**src/rtl/player_life_ctrl_pkg.sv**
```systemverilog
// ============================================================================
// Module   : player_life_ctrl_pkg
// Purpose  : Shared game types, life bound and thermometer encoder.
// Revision : 1.0 - initial release
// ============================================================================
`default_nettype none

package player_life_ctrl_pkg;

  typedef enum logic [1:0] {
    ST_IDLE      = 2'd0,
    ST_ALIVE     = 2'd1,
    ST_INVULN    = 2'd2,
    ST_GAME_OVER = 2'd3
  } game_state_t;

  localparam int GAME_MAX_LIVES = 4;

  // Bit i set iff lives > i; also drives the life-icon bitmap.
  function automatic logic [GAME_MAX_LIVES-1:0] thermometer(input int lives);
    logic [GAME_MAX_LIVES-1:0] m;
    m = '0;
    for (int i = 0; i < GAME_MAX_LIVES; i++) begin
      m[i] = (lives > i);
    end
    return m;
  endfunction

endpackage

`default_nettype wire

```
**src/rtl/player_life_ctrl_frame_countdown.sv**
```systemverilog
// ============================================================================
// Module   : frame_countdown
// Purpose  : Loadable frame down-counter with zero flag and blink-phase strobe.
// Revision : 1.0 - initial release
// ============================================================================
`default_nettype none

module frame_countdown #(
  parameter int WIDTH        = 8,
  parameter int BLINK_FRAMES = 8
) (
  input  logic             clk,
  input  logic             rst,
  input  logic             clear_i,
  input  logic             load_i,
  input  logic [WIDTH-1:0] load_val_i,
  input  logic             tick_i,
  output logic             zero_o,
  output logic             expire_o,
  output logic             blink_o
);

  localparam int PW = $clog2(BLINK_FRAMES + 1);

  logic [WIDTH-1:0] count_q;
  logic [PW-1:0]    phase_q;
  logic             w_step;
  logic             w_wrap;

  assign w_step = tick_i && (count_q != '0);
  assign w_wrap = (phase_q == PW'(BLINK_FRAMES - 1));

  // phase_q counts elapsed ticks modulo BLINK_FRAMES since the last load.
  always_ff @(posedge clk or posedge rst) begin
    if (rst) begin
      count_q <= '0;
      phase_q <= '0;
    end else if (clear_i) begin
      count_q <= '0;
      phase_q <= '0;
    end else if (load_i) begin
      count_q <= load_val_i;
      phase_q <= '0;
    end else if (w_step) begin
      count_q <= count_q - WIDTH'(1);
      phase_q <= w_wrap ? '0 : phase_q + PW'(1);
    end
  end

  assign zero_o   = (count_q == '0);
  assign expire_o = w_step && (count_q == WIDTH'(1));
  assign blink_o  = w_step && w_wrap;

endmodule

`default_nettype wire

```
**src/rtl/player_life_ctrl.sv**
```systemverilog
// ============================================================================
// Module   : player_life_ctrl
// Purpose  : Player lives manager, hit sequencer and invulnerability blink.
// Revision : 1.0 - initial release
// ============================================================================
`default_nettype none

module player_life_ctrl
  import player_life_ctrl_pkg::*;
#(
  parameter int MAX_LIVES     = GAME_MAX_LIVES,
  parameter int INIT_LIVES    = 3,
  parameter int INVULN_FRAMES = 120,
  parameter int BLINK_FRAMES  = 8,
  parameter int FRAME_CNT_W   = 8
) (
  input  logic                           clk,
  input  logic                           reset,
  input  logic                           playGame,
  input  logic                           startOfFrame,
  input  logic                           shotHitPlayer,
  input  logic                           extraLife,
  output logic [MAX_LIVES-1:0]           lifeMask,
  output logic [$clog2(MAX_LIVES+1)-1:0] livesCount,
  output logic                           invulnerable,
  output logic                           playerVisible,
  output logic                           gameLose
);

  localparam int                   LW        = $clog2(MAX_LIVES + 1);
  localparam logic [MAX_LIVES-1:0] INIT_MASK = thermometer(INIT_LIVES);

  game_state_t          state_q;
  logic [LW-1:0]        lives_q;
  logic [LW-1:0]        lives_d;
  logic [MAX_LIVES-1:0] mask_q;
  logic                 invuln_q;
  logic                 visible_q;
  logic                 lose_q;
  logic                 shot_prev_q;

  logic w_hit;
  logic w_extra_ok;
  logic w_load;
  logic w_tick;
  logic w_zero;
  logic w_expire;
  logic w_blink;

  assign w_hit      = shotHitPlayer & ~shot_prev_q;
  assign w_extra_ok = extraLife && (lives_q < LW'(MAX_LIVES));

  // A hit together with an extra life leaves the count untouched.
  always_comb begin
    lives_d = lives_q;
    if (!playGame || state_q == ST_IDLE) begin
      lives_d = LW'(INIT_LIVES);
    end else if (state_q == ST_ALIVE && w_hit) begin
      if (!extraLife) lives_d = lives_q - LW'(1);
    end else if (state_q == ST_ALIVE || state_q == ST_INVULN) begin
      if (w_extra_ok) lives_d = lives_q + LW'(1);
    end
  end

  assign w_load = playGame && (state_q == ST_ALIVE) && w_hit && (lives_d != '0);
  assign w_tick = startOfFrame && (state_q == ST_INVULN) && !w_zero;

  frame_countdown #(
    .WIDTH        (FRAME_CNT_W),
    .BLINK_FRAMES (BLINK_FRAMES)
  ) u_frame_countdown (
    .clk        (clk),
    .rst        (reset),
    .clear_i    (!playGame),
    .load_i     (w_load),
    .load_val_i (FRAME_CNT_W'(INVULN_FRAMES)),
    .tick_i     (w_tick),
    .zero_o     (w_zero),
    .expire_o   (w_expire),
    .blink_o    (w_blink)
  );

  always_ff @(posedge clk or posedge reset) begin
    if (reset) begin
      state_q     <= ST_IDLE;
      lives_q     <= LW'(INIT_LIVES);
      mask_q      <= INIT_MASK;
      invuln_q    <= 1'b0;
      visible_q   <= 1'b1;
      lose_q      <= 1'b0;
      shot_prev_q <= 1'b0;
    end else begin
      shot_prev_q <= shotHitPlayer;
      lives_q     <= lives_d;
      mask_q      <= thermometer(int'(lives_d));
      if (!playGame) begin
        state_q   <= ST_IDLE;
        invuln_q  <= 1'b0;
        visible_q <= 1'b1;
        lose_q    <= 1'b0;
      end else begin
        case (state_q)
          ST_IDLE: state_q <= ST_ALIVE;
          ST_ALIVE: begin
            if (w_hit) begin
              visible_q <= 1'b0;
              if (lives_d != '0) begin
                state_q  <= ST_INVULN;
                invuln_q <= 1'b1;
              end else begin
                state_q <= ST_GAME_OVER;
                lose_q  <= 1'b1;
              end
            end
          end
          ST_INVULN: begin
            if (w_expire) begin
              state_q   <= ST_ALIVE;
              invuln_q  <= 1'b0;
              visible_q <= 1'b1;
            end else if (w_blink) begin
              visible_q <= ~visible_q;
            end
          end
          ST_GAME_OVER: begin
            lose_q    <= 1'b1;
            visible_q <= 1'b0;
          end
          default: state_q <= ST_IDLE;
        endcase
      end
    end
  end

  assign lifeMask      = mask_q;
  assign livesCount    = lives_q;
  assign invulnerable  = invuln_q;
  assign playerVisible = visible_q;
  assign gameLose      = lose_q;

endmodule

`default_nettype wire

```
**config.mk**
```make
export PLATFORM = sky130hd
export DESIGN_NAME = player_life_ctrl
export DESIGN_NICKNAME = d
export VERILOG_FILES = /design/src/rtl/player_life_ctrl_pkg.sv /design/src/rtl/player_life_ctrl_frame_countdown.sv /design/src/rtl/player_life_ctrl.sv
export SDC_FILE = /design/constraint.sdc
export NUM_CORES = 1
export LEC_CHECK = 0
export BUFFER_PORTS_ARGS = -buffer_cell sky130_fd_sc_hd__buf_2
export CORE_MARGIN = 2
export CORE_UTILIZATION = 43
export CTS_BUF_LIST = sky130_fd_sc_hd__clkbuf_16
export DETAILED_ROUTE_END_ITERATION = 8
export RECOVER_POWER = 25
export SLEW_MARGIN = 20
export SYNTH_ARGS = -nofsm -noshare
export SYNTH_HDL_FRONTEND = slang
export SYNTH_SLANG_ARGS = --single-unit
export TNS_END_PERCENT = 1
```
**constraint.sdc**
```tcl
create_clock -name clk -period 6.5 [get_ports clk]
set_clock_uncertainty 0.15 [all_clocks]
set_input_delay 0.975 -clock clk [delete_from_list [all_inputs] [get_ports clk]]
set_output_delay 0.975 -clock clk [all_outputs]
set_load 0.05 [all_outputs]
```
== After elaboration in Yosys (flattened, before gate mapping) ==
Cells that the tools add are included.
Storage, ports and cells
  output and inout port bits: 10
  logic and storage cells: 89
  flip-flop bits (word level): 25
Operators by class
  eq/ne operators: 15
  multiplexer cells: 31
  bitwise gates (word level): 3
  add/subtract/negate cells: 4
  reduce and logical (&&, ||, !) cells: 22
  $lt $le $gt $ge: 5
Operators with widths (number)
  $mux W8: 3
  $mux W4: 4
  $mux W3: 5
  $mux W1: 12
  $logic_and A1 B1 Y1: 10
  $ne A3 B1 Y1 const B: 3
  $reduce_and A3 Y1: 3
  $eq A8 B1 Y1 const B: 1
  $logic_not A8 Y1: 1
  $ne A4 B1 Y1 const B: 2
  $reduce_bool A8 Y1: 1
  $sub A8 B1 Y8 const B: 1
  $gt A3 B1 Y1 const B: 2
  $gt A3 B2 Y1 const B: 2
  $mux W2: 3
  $ne A3 B2 Y1 const B: 2
  $ne A3 B3 Y1 const B: 2
  $pmux W2 S3: 1
  $add A4 B1 Y4 const B: 1
  $eq A2 B2 Y1 const B: 2
  $eq A4 B3 Y1 const B: 1
  $ne A4 B2 Y1 const B: 1
  $pmux W1 S2: 2
  $reduce_and A4 Y1: 1
  11 further kinds: 14

== Longest topological paths before layout ==
Gate-level depths: netlist of the first run.
  depth in word-level cells: 11
  gate-level depth with buffers: 8

== Hierarchy ==
Synthesis of the first run repeated with hierarchy kept, for this count alone.
Unflattened totals
  cells, all modules: 181
  area, all modules: 1655.3 um^2
By module, submodules not included
  player_life_ctrl: area each 910.9 um^2, instances 1, cells each 98
  frame_countdown: area each 744.5 um^2, instances 1, cells each 83

== Worst setup path before layout of the first run ==
No wires, ideal clock.
  path type: input -> register
  start: input extraLife
  end: register u_frame_countdown.count_q[3]
  path slack: 4.044 ns
  stages: 6
  path buffers: 1
  arrival: 2.187 ns
  path through: buf_2 nand3b_1 mux2i_1 mux2i_2 a31oi_2 o21a_1
Between the ends
  longest elaborated chain between the ends: 9
Ends and longest elaborated chain
  from (decl): line player_life_ctrl.sv:22  | input logic extraLife,
  $logic_and A1 B1 Y1: line player_life_ctrl.sv:51  | assign w_extra_ok = extraLife && (lives_q < LW'(MAX_LIVES));
  $mux W3: line player_life_ctrl.sv:61  | if (w_extra_ok) lives_d = lives_q + LW'(1);
  $mux W3: line player_life_ctrl.sv:60  | end else if (state_q == ST_ALIVE || state_q == ST_INVULN) begin
  $mux W3 *: line player_life_ctrl.sv:58  | end else if (state_q == ST_ALIVE && w_hit) begin
  $mux W3 *: line player_life_ctrl.sv:56  | if (!playGame || state_q == ST_IDLE) begin
  $reduce_bool A3 Y1 *: line player_life_ctrl.sv:65  | assign w_load = playGame && (state_q == ST_ALIVE) && w_hit && (lives_d != '0);
  $logic_and A1 B1 Y1 *: line player_life_ctrl.sv:65
  $mux W8: line player_life_ctrl_frame_countdown.sv:41  | end else if (load_i) begin
  $mux W8: line player_life_ctrl_frame_countdown.sv:38  | end else if (clear_i) begin
  to (signal assigned): line player_life_ctrl_frame_countdown.sv:42  | count_q <= load_val_i;
  to (signal assigned): line player_life_ctrl_frame_countdown.sv:45  | count_q <= count_q - WIDTH'(1);
  to (decl): line player_life_ctrl_frame_countdown.sv:25  | logic [WIDTH-1:0] count_q;
Mark *: on every way between the ends. The rest lies on a longest branch, timed or not.
A chain may end at the register's enable or synchronous reset.

== Worst setup path after layout of the first run ==
  start: input shotHitPlayer
  end: register u_frame_countdown.count_q[6]
Between the ends
  longest elaborated chain between the ends: 8
Ends and longest elaborated chain
  from (decl): line player_life_ctrl.sv:21  | input logic shotHitPlayer,
  $and A1 B1 Y1 *: line player_life_ctrl.sv:50  | assign w_hit = shotHitPlayer & ~shot_prev_q;
  $logic_and A1 B1 Y1: line player_life_ctrl.sv:58
  $mux W3: line player_life_ctrl.sv:58
  $mux W3: line player_life_ctrl.sv:56
  $reduce_bool A3 Y1: line player_life_ctrl.sv:65
  $logic_and A1 B1 Y1 *: line player_life_ctrl.sv:65
  $mux W8: line player_life_ctrl_frame_countdown.sv:41
  $mux W8: line player_life_ctrl_frame_countdown.sv:38
Marks and branches as above.

==> run metrics, run 1 <==
status completed; Post-DP Area 1670 µm²; hold endpoint playerVisible; Post-CTS Repair Setup Buffers 0; vias in the first global route 1154; CTS Buffer Depth 2; CTS H-tree lvls 1; final std cells w/o fill 218; Leakage 0.791 nW; Final ANT Viol Nets 0; Nets 189; port bufs 15; Max-Cap Viols 0; CORE AREA 3420 µm²; Critical Path Start shotHitPlayer; critical path class in2reg; Initial Util 0.458; grt total ovfl 0; Worst Setup End Kind register; CTS root buffer clkbuf_16; initial antenna violation count 0; RSZ-0062 raised after global routing false; drt total wl 2.89 mm; dpl ws 3.82 ns; Max Freq 404 MHz; Tightest Hold Check Type reg2reg; layout cells sized above 1 0.227; R2R Path Start state_q[1]; Final HPWL DP 2.19 mm; Area Overhead vs Synth 11.7%; worst rel slew slack 0.392; sequential area share after synthesis 0.405; hold path startpoint playerVisible; fin crit share 0.381; final cell utilization of the core 0.511; final setup violation count 0; DR WL/cell 13.3 µm; dpl cells 214; number of synthesized register bits 25; clk_lat worst skew 0.26 ns; Post-Syn Nets 173; Worst Hold Path Cells 2; count of hold-fix buffers inserted at cts 0; Mean Syn Cell Area 9.96 µm²; Top FF cell, synth dfrtp_1; Design Power 0.580 mW; drt pass-1 iters 4; Arrival @ worst endpoint 2.48 ns; FF-to-FF path depth 7; Ant. Diodes 0; DR vias 1164; clk slew on worst S/H paths 0.07 ns; Die Area 4140 µm²; post-route setup slack 4.02 ns; most frequent cells in the layout dfrtp_1, nor2_1, buf_2; Gate Count Post-Synth 157; CP required 6.50 ns; leading cell type in the layout, fill and taps excluded dfrtp_1; num rows 21; Die X 64.3 µm; Pins Over Slew Limit 0; largest net degree at the start of global routing 26; Synth async-reset ratio 1.00; Resized Gates After CTS 0; CTS Buf Count 3; Synth Cell Area 1560 µm²; height of the die 64.3 µm; # DRC 0; worst hold slack 0.353 ns; EDFF count, synth 0; pwr dens 332 nW/µm²; CTS tree yes; Min Clock Period, post-route 2.48 ns; Tot GR Track Use 0.163; Cell variety after synth 48; DR vias/cell 5.34; Ports 16; reg-to-reg slack, setup 4.04 ns; worst-path fanout max 6; Worst Tran Pin Value 0.906 ns; gpl congestion 0.930; Syn. warnings 0; crit start category input port; worst reg2reg path endpoint u_frame_countdown.count_q[6]; TNS Setup 0 ns; number of clock sinks 25; first-pass GRT wire length 5.24 mm; Design Area, Final 1750 µm²; Iter 0 DRT Violations 67; Fin. Hold Viols 0; worst vdd ir 0.000155 V
where the power goes:
| part | internal, mW | leakage [nW] | total, mW | switching (mW) |
|---|---|---|---|---|
| Clock | 0.0836 | 0.0371 | 0.140 | 0.0566 |
| Combinational | 0.0842 | 0.432 | 0.234 | 0.150 |
| Sequential | 0.183 | 0.322 | 0.206 | 0.0227 |
Yosys cell counts, types with 2 or more instances:
cell type,count,area (µm²)
or3_1,2,12.5
o21ai_1,3,15.0
xnor2_1,4,35.0
nor3_1,2,10.0
nand4b_1,3,26.3
dfrtp_1,19,475
xor2_1,3,26.3
ha_1,10,125
o21a_1,4,30.0
a21oi_1,6,30.0
nand2_1,13,48.8
o21ai_0,3,15.0
dfstp_2,6,158
inv_1,13,48.8
buf_6,2,22.5
nand4_1,2,12.5
nand3_1,4,20.0
nor2b_1,3,18.8
a211oi_1,2,15.0
a31oi_1,3,18.8
nor2_1,18,67.6
nand2b_1,2,12.5
mux2i_1,5,50.1
flip-flops by register name (all words and copies together), names as in the netlist:
signal and count:
gameLose 1, invulnerable 1, lifeMask 4, livesCount 3
playerVisible 1, shot_prev_q 1, state_q 2, u_frame_countdown.count_q 8
u_frame_countdown.phase_q 4
worst max-delay path by stage:
stage | end | slack [ns]
after floorplan | u_frame_countdown.count_q[3] | 4.04
after global placement | u_frame_countdown.count_q[6] | 3.94
after detailed placement | u_frame_countdown.count_q[6] | 3.82
after CTS | u_frame_countdown.count_q[6] | 4.03
after global routing | u_frame_countdown.count_q[1] | 3.82
final | u_frame_countdown.count_q[6] | 4.02
layout make-up:
type / instances / area (µm²)
Clock buffer: 3 / 75.1
Clock inverter: 1 / 7.51
Fill cell: 347 / 1670
Inverter: 14 / 52.6
Multi-Input combinational cell: 114 / 847
Sequential cell: 25 / 633
Tap cell: 46 / 57.6
Timing Repair Buffer: 15 / 73.8
worst max-delay path: stages:
cell	delay [ns]
clkbuf_1	0.20
nand3b_4	0.15
mux2i_1	0.27
mux2i_2	0.46
a31oi_2	0.20
o21a_1	0.22
per-layer routing:
| layer | routed length, µm | global-route usage |
|---|---|---|
| met2 | 1270 | 0.258 |
| met3 | 108 | 0.0370 |
| met1 | 1460 | 0.222 |
| met5 | 0 | 0 |
| met4 | 51 | 0.0479 |
kinds of logic (layout without fill, tap and decap cells):
| family | Yosys count | after routing | share of synthesized area |
|---|---|---|---|
| adder cells (fa/ha/maj) | 10 | 10 | 0.0800 |
| flip-flops | 25 | 25 | 0.405 |
| XOR/XNOR | 7 | 7 | 0.0392 |
| buffers and inverters | 18 | 33 | 0.0536 |
| AND/OR/NAND/NOR | 59 | 59 | 0.220 |
| multiplexers | 7 | 7 | 0.0480 |
| AO/OA/AOI/OAI | 31 | 31 | 0.154 |
No activity file was read; power rests on OpenSTA's default activity.
==> inputs of run 2 (changes only) <==
- clock period: 6.5 -> 2.5 ns (I/O delays scaled with it)
==> run 2 against run 1 <==
- non-clock buffer count up 5
- sequential cell count unchanged
- core utilization up 0.84 points
- die area unchanged
- cell count up 2.3%
- total power rose to 2.6 times the previous value
==> run metrics, run 2 (same netlist as run 1, synthesis figures left out) <==
Iter 0 DRT Violations 52; TNS Setup 0 ns; Arrival @ worst endpoint 2.34 ns; Nets 194; Tightest Hold Check Type in2reg; DR WL/cell 13.4 µm; CORE AREA 3420 µm²; met2 usage 0.273; DR vias/cell 5.16; register name with the most flops u_frame_countdown.count_q; max FFs per register 8; met3 usage 0.0264; Pins Over Slew Limit 0; final-layout fill cell count 335; pwr dens 845 nW/µm²; Leakage 0.808 nW; clk slew on worst S/H paths 0.06 ns; fin crit share 0.928; CTS Buf Count 3; num rows 21; CP top delay family multiplexers; critical path buffer and inverter count 1; Fin. Hold Viols 0; Final ANT Viol Nets 0; Post-CTS Repair Setup Buffers 0; Post-DP Area 1700 µm²; Max Freq 431 MHz; vias in the first global route 1180; drt total wl 2.99 mm; final setup violation count 0; Largest stage delay, worst path 0.45 ns; Die X 64.3 µm; Max-Cap Viols 0; CTS Buffer Depth 2; R2R Path Start state_q[0]; met1 usage 0.225; Resized Gates After CTS 0; height of the die 64.3 µm; critical path class reg2reg; # DRC 0; Tot GR Track Use 0.165; layout cells sized above 1 0.215; status completed; RSZ-0062 raised after global routing false; Ports 16; worst-path fanout max 8; first-pass GRT wire length 5.33 mm; Min Clock Period, post-route 2.32 ns; clk_lat worst skew 0.25 ns; CTS tree yes; worst rel slew slack 0.378; Die Area 4140 µm²; CTS root buffer clkbuf_16; Worst Tran Pin Value 0.934 ns; count of hold-fix buffers inserted at cts 1; largest net degree at the start of global routing 18; initial antenna violation count 0; grt total ovfl 0; worst-path cell chain inv_1 > ha_1 > nand3b_1 > mux2i_1 > mux2i_2 > a31oi_4 > a211oi_2; CTS H-tree lvls 1; gpl congestion 0.838; worst vdd ir 0.000448 V; register area 633 µm²; crit start category register; Initial Util 0.458; leading cell type in the layout, fill and taps excluded dfrtp_1; number of clock sinks 25; Final HPWL DP 2.34 mm; drt pass-1 iters 4; hold path startpoint shotHitPlayer; Worst Setup End Kind register; Critical Path Start state_q[0]; Design Area, Final 1780 µm²; CP required 2.52 ns; port bufs 15; Multi-input gate area 847 µm²; Area Overhead vs Synth 13.5%; most frequent cells in the layout dfrtp_1, nor2_1, inv_1; Most Used Layer, Global Route met2; Slowest-stage cell, CP mux2i_2; DR vias 1151; Ant. Diodes 0
==> run 2: cell types whose count changed in the layout (fill, tap and decap cells not counted) <==
| cell | before | now |
|---|---|---|
| buf_4 | 0 | 3 |
| clkbuf_1 | 1 | 5 |
| clkinv_1 | 2 | 1 |
| clkinvlp_4 | 1 | 0 |
| buf_2 | 14 | 11 |
| inv_1 | 12 | 14 |
| dlygate4sd3_1 | 0 | 1 |
==> run 2: power by group <==
| part | switching (mW) | leakage (nW) | total, mW | internal, mW |
|---|---|---|---|---|
| combinational | 0.390 | 0.444 | 0.617 | 0.228 |
| clock | 0.133 | 0.0423 | 0.346 | 0.214 |
| sequential | 0.0604 | 0.322 | 0.537 | 0.476 |
==> run 2: path summary, 6_finish.rpt <==
| kind | to | slack (ns) | cells past startpoint |
|---|---|---|---|
| worst max register to register | u_frame_countdown.count_q[1] | 0.18 | 7 |
| max in group asynchronous | u_frame_countdown.count_q[6] | 0.58 | 4 |
| worst max-delay path | u_frame_countdown.count_q[1] | 0.18 | 7 |
| min in group asynchronous | u_frame_countdown.phase_q[1] | 0.46 | 3 |
| worst min register to register | playerVisible | 0.35 | 2 |
| worst min-delay path | shot_prev_q | 0.17 | 1 |
==> run 2: final cells by class <==
cell class	count	area share
Multi-Input combinational cell	114	0.477
Sequential cell	25	0.357
Timing Repair Buffer	20	0.0599
Clock buffer	3	0.0423
Tap cell	46	0.0324
Inverter	14	0.0296
Clock inverter	1	0.00211
==> run 2: stage by stage <==
| step | std cells | total power [mW] | hold slack (ns) | setup slack, ns | util |
|---|---|---|---|---|---|
| 3_3_place_gp | 218 | 1.15 | 0.202 | 0.293 | 0.496 |
| 2_1_floorplan | 157 | 1.04 | 0.248 | 0.387 | - |
| 5_1_grt | 223 | 1.61 | 0.174 | 0.00291 | 0.520 |
| 3_5_place_dp | 218 | 1.17 | 0.197 | 0.181 | 0.496 |
| 4_1_cts | 223 | 1.52 | 0.137 | 0.168 | 0.522 |
| 6_report | 223 | 1.50 | 0.169 | 0.179 | 0.520 |
==> run 2: worst reg2reg max path, stage by stage, from the launching register on <==
cell and delay, ns:
dfrtp_1 0.42, inv_1 0.09, ha_1 0.36, nand3b_1 0.11, mux2i_1 0.20, mux2i_2 0.45, a31oi_4 0.22, a211oi_2 0.24
==> run 2: metal layers <==
layer	up-vias	wire length, µm
li1	584	-
met2	14	1430
met3	2	71
met5	-	0
met4	0	12
met1	551	1480
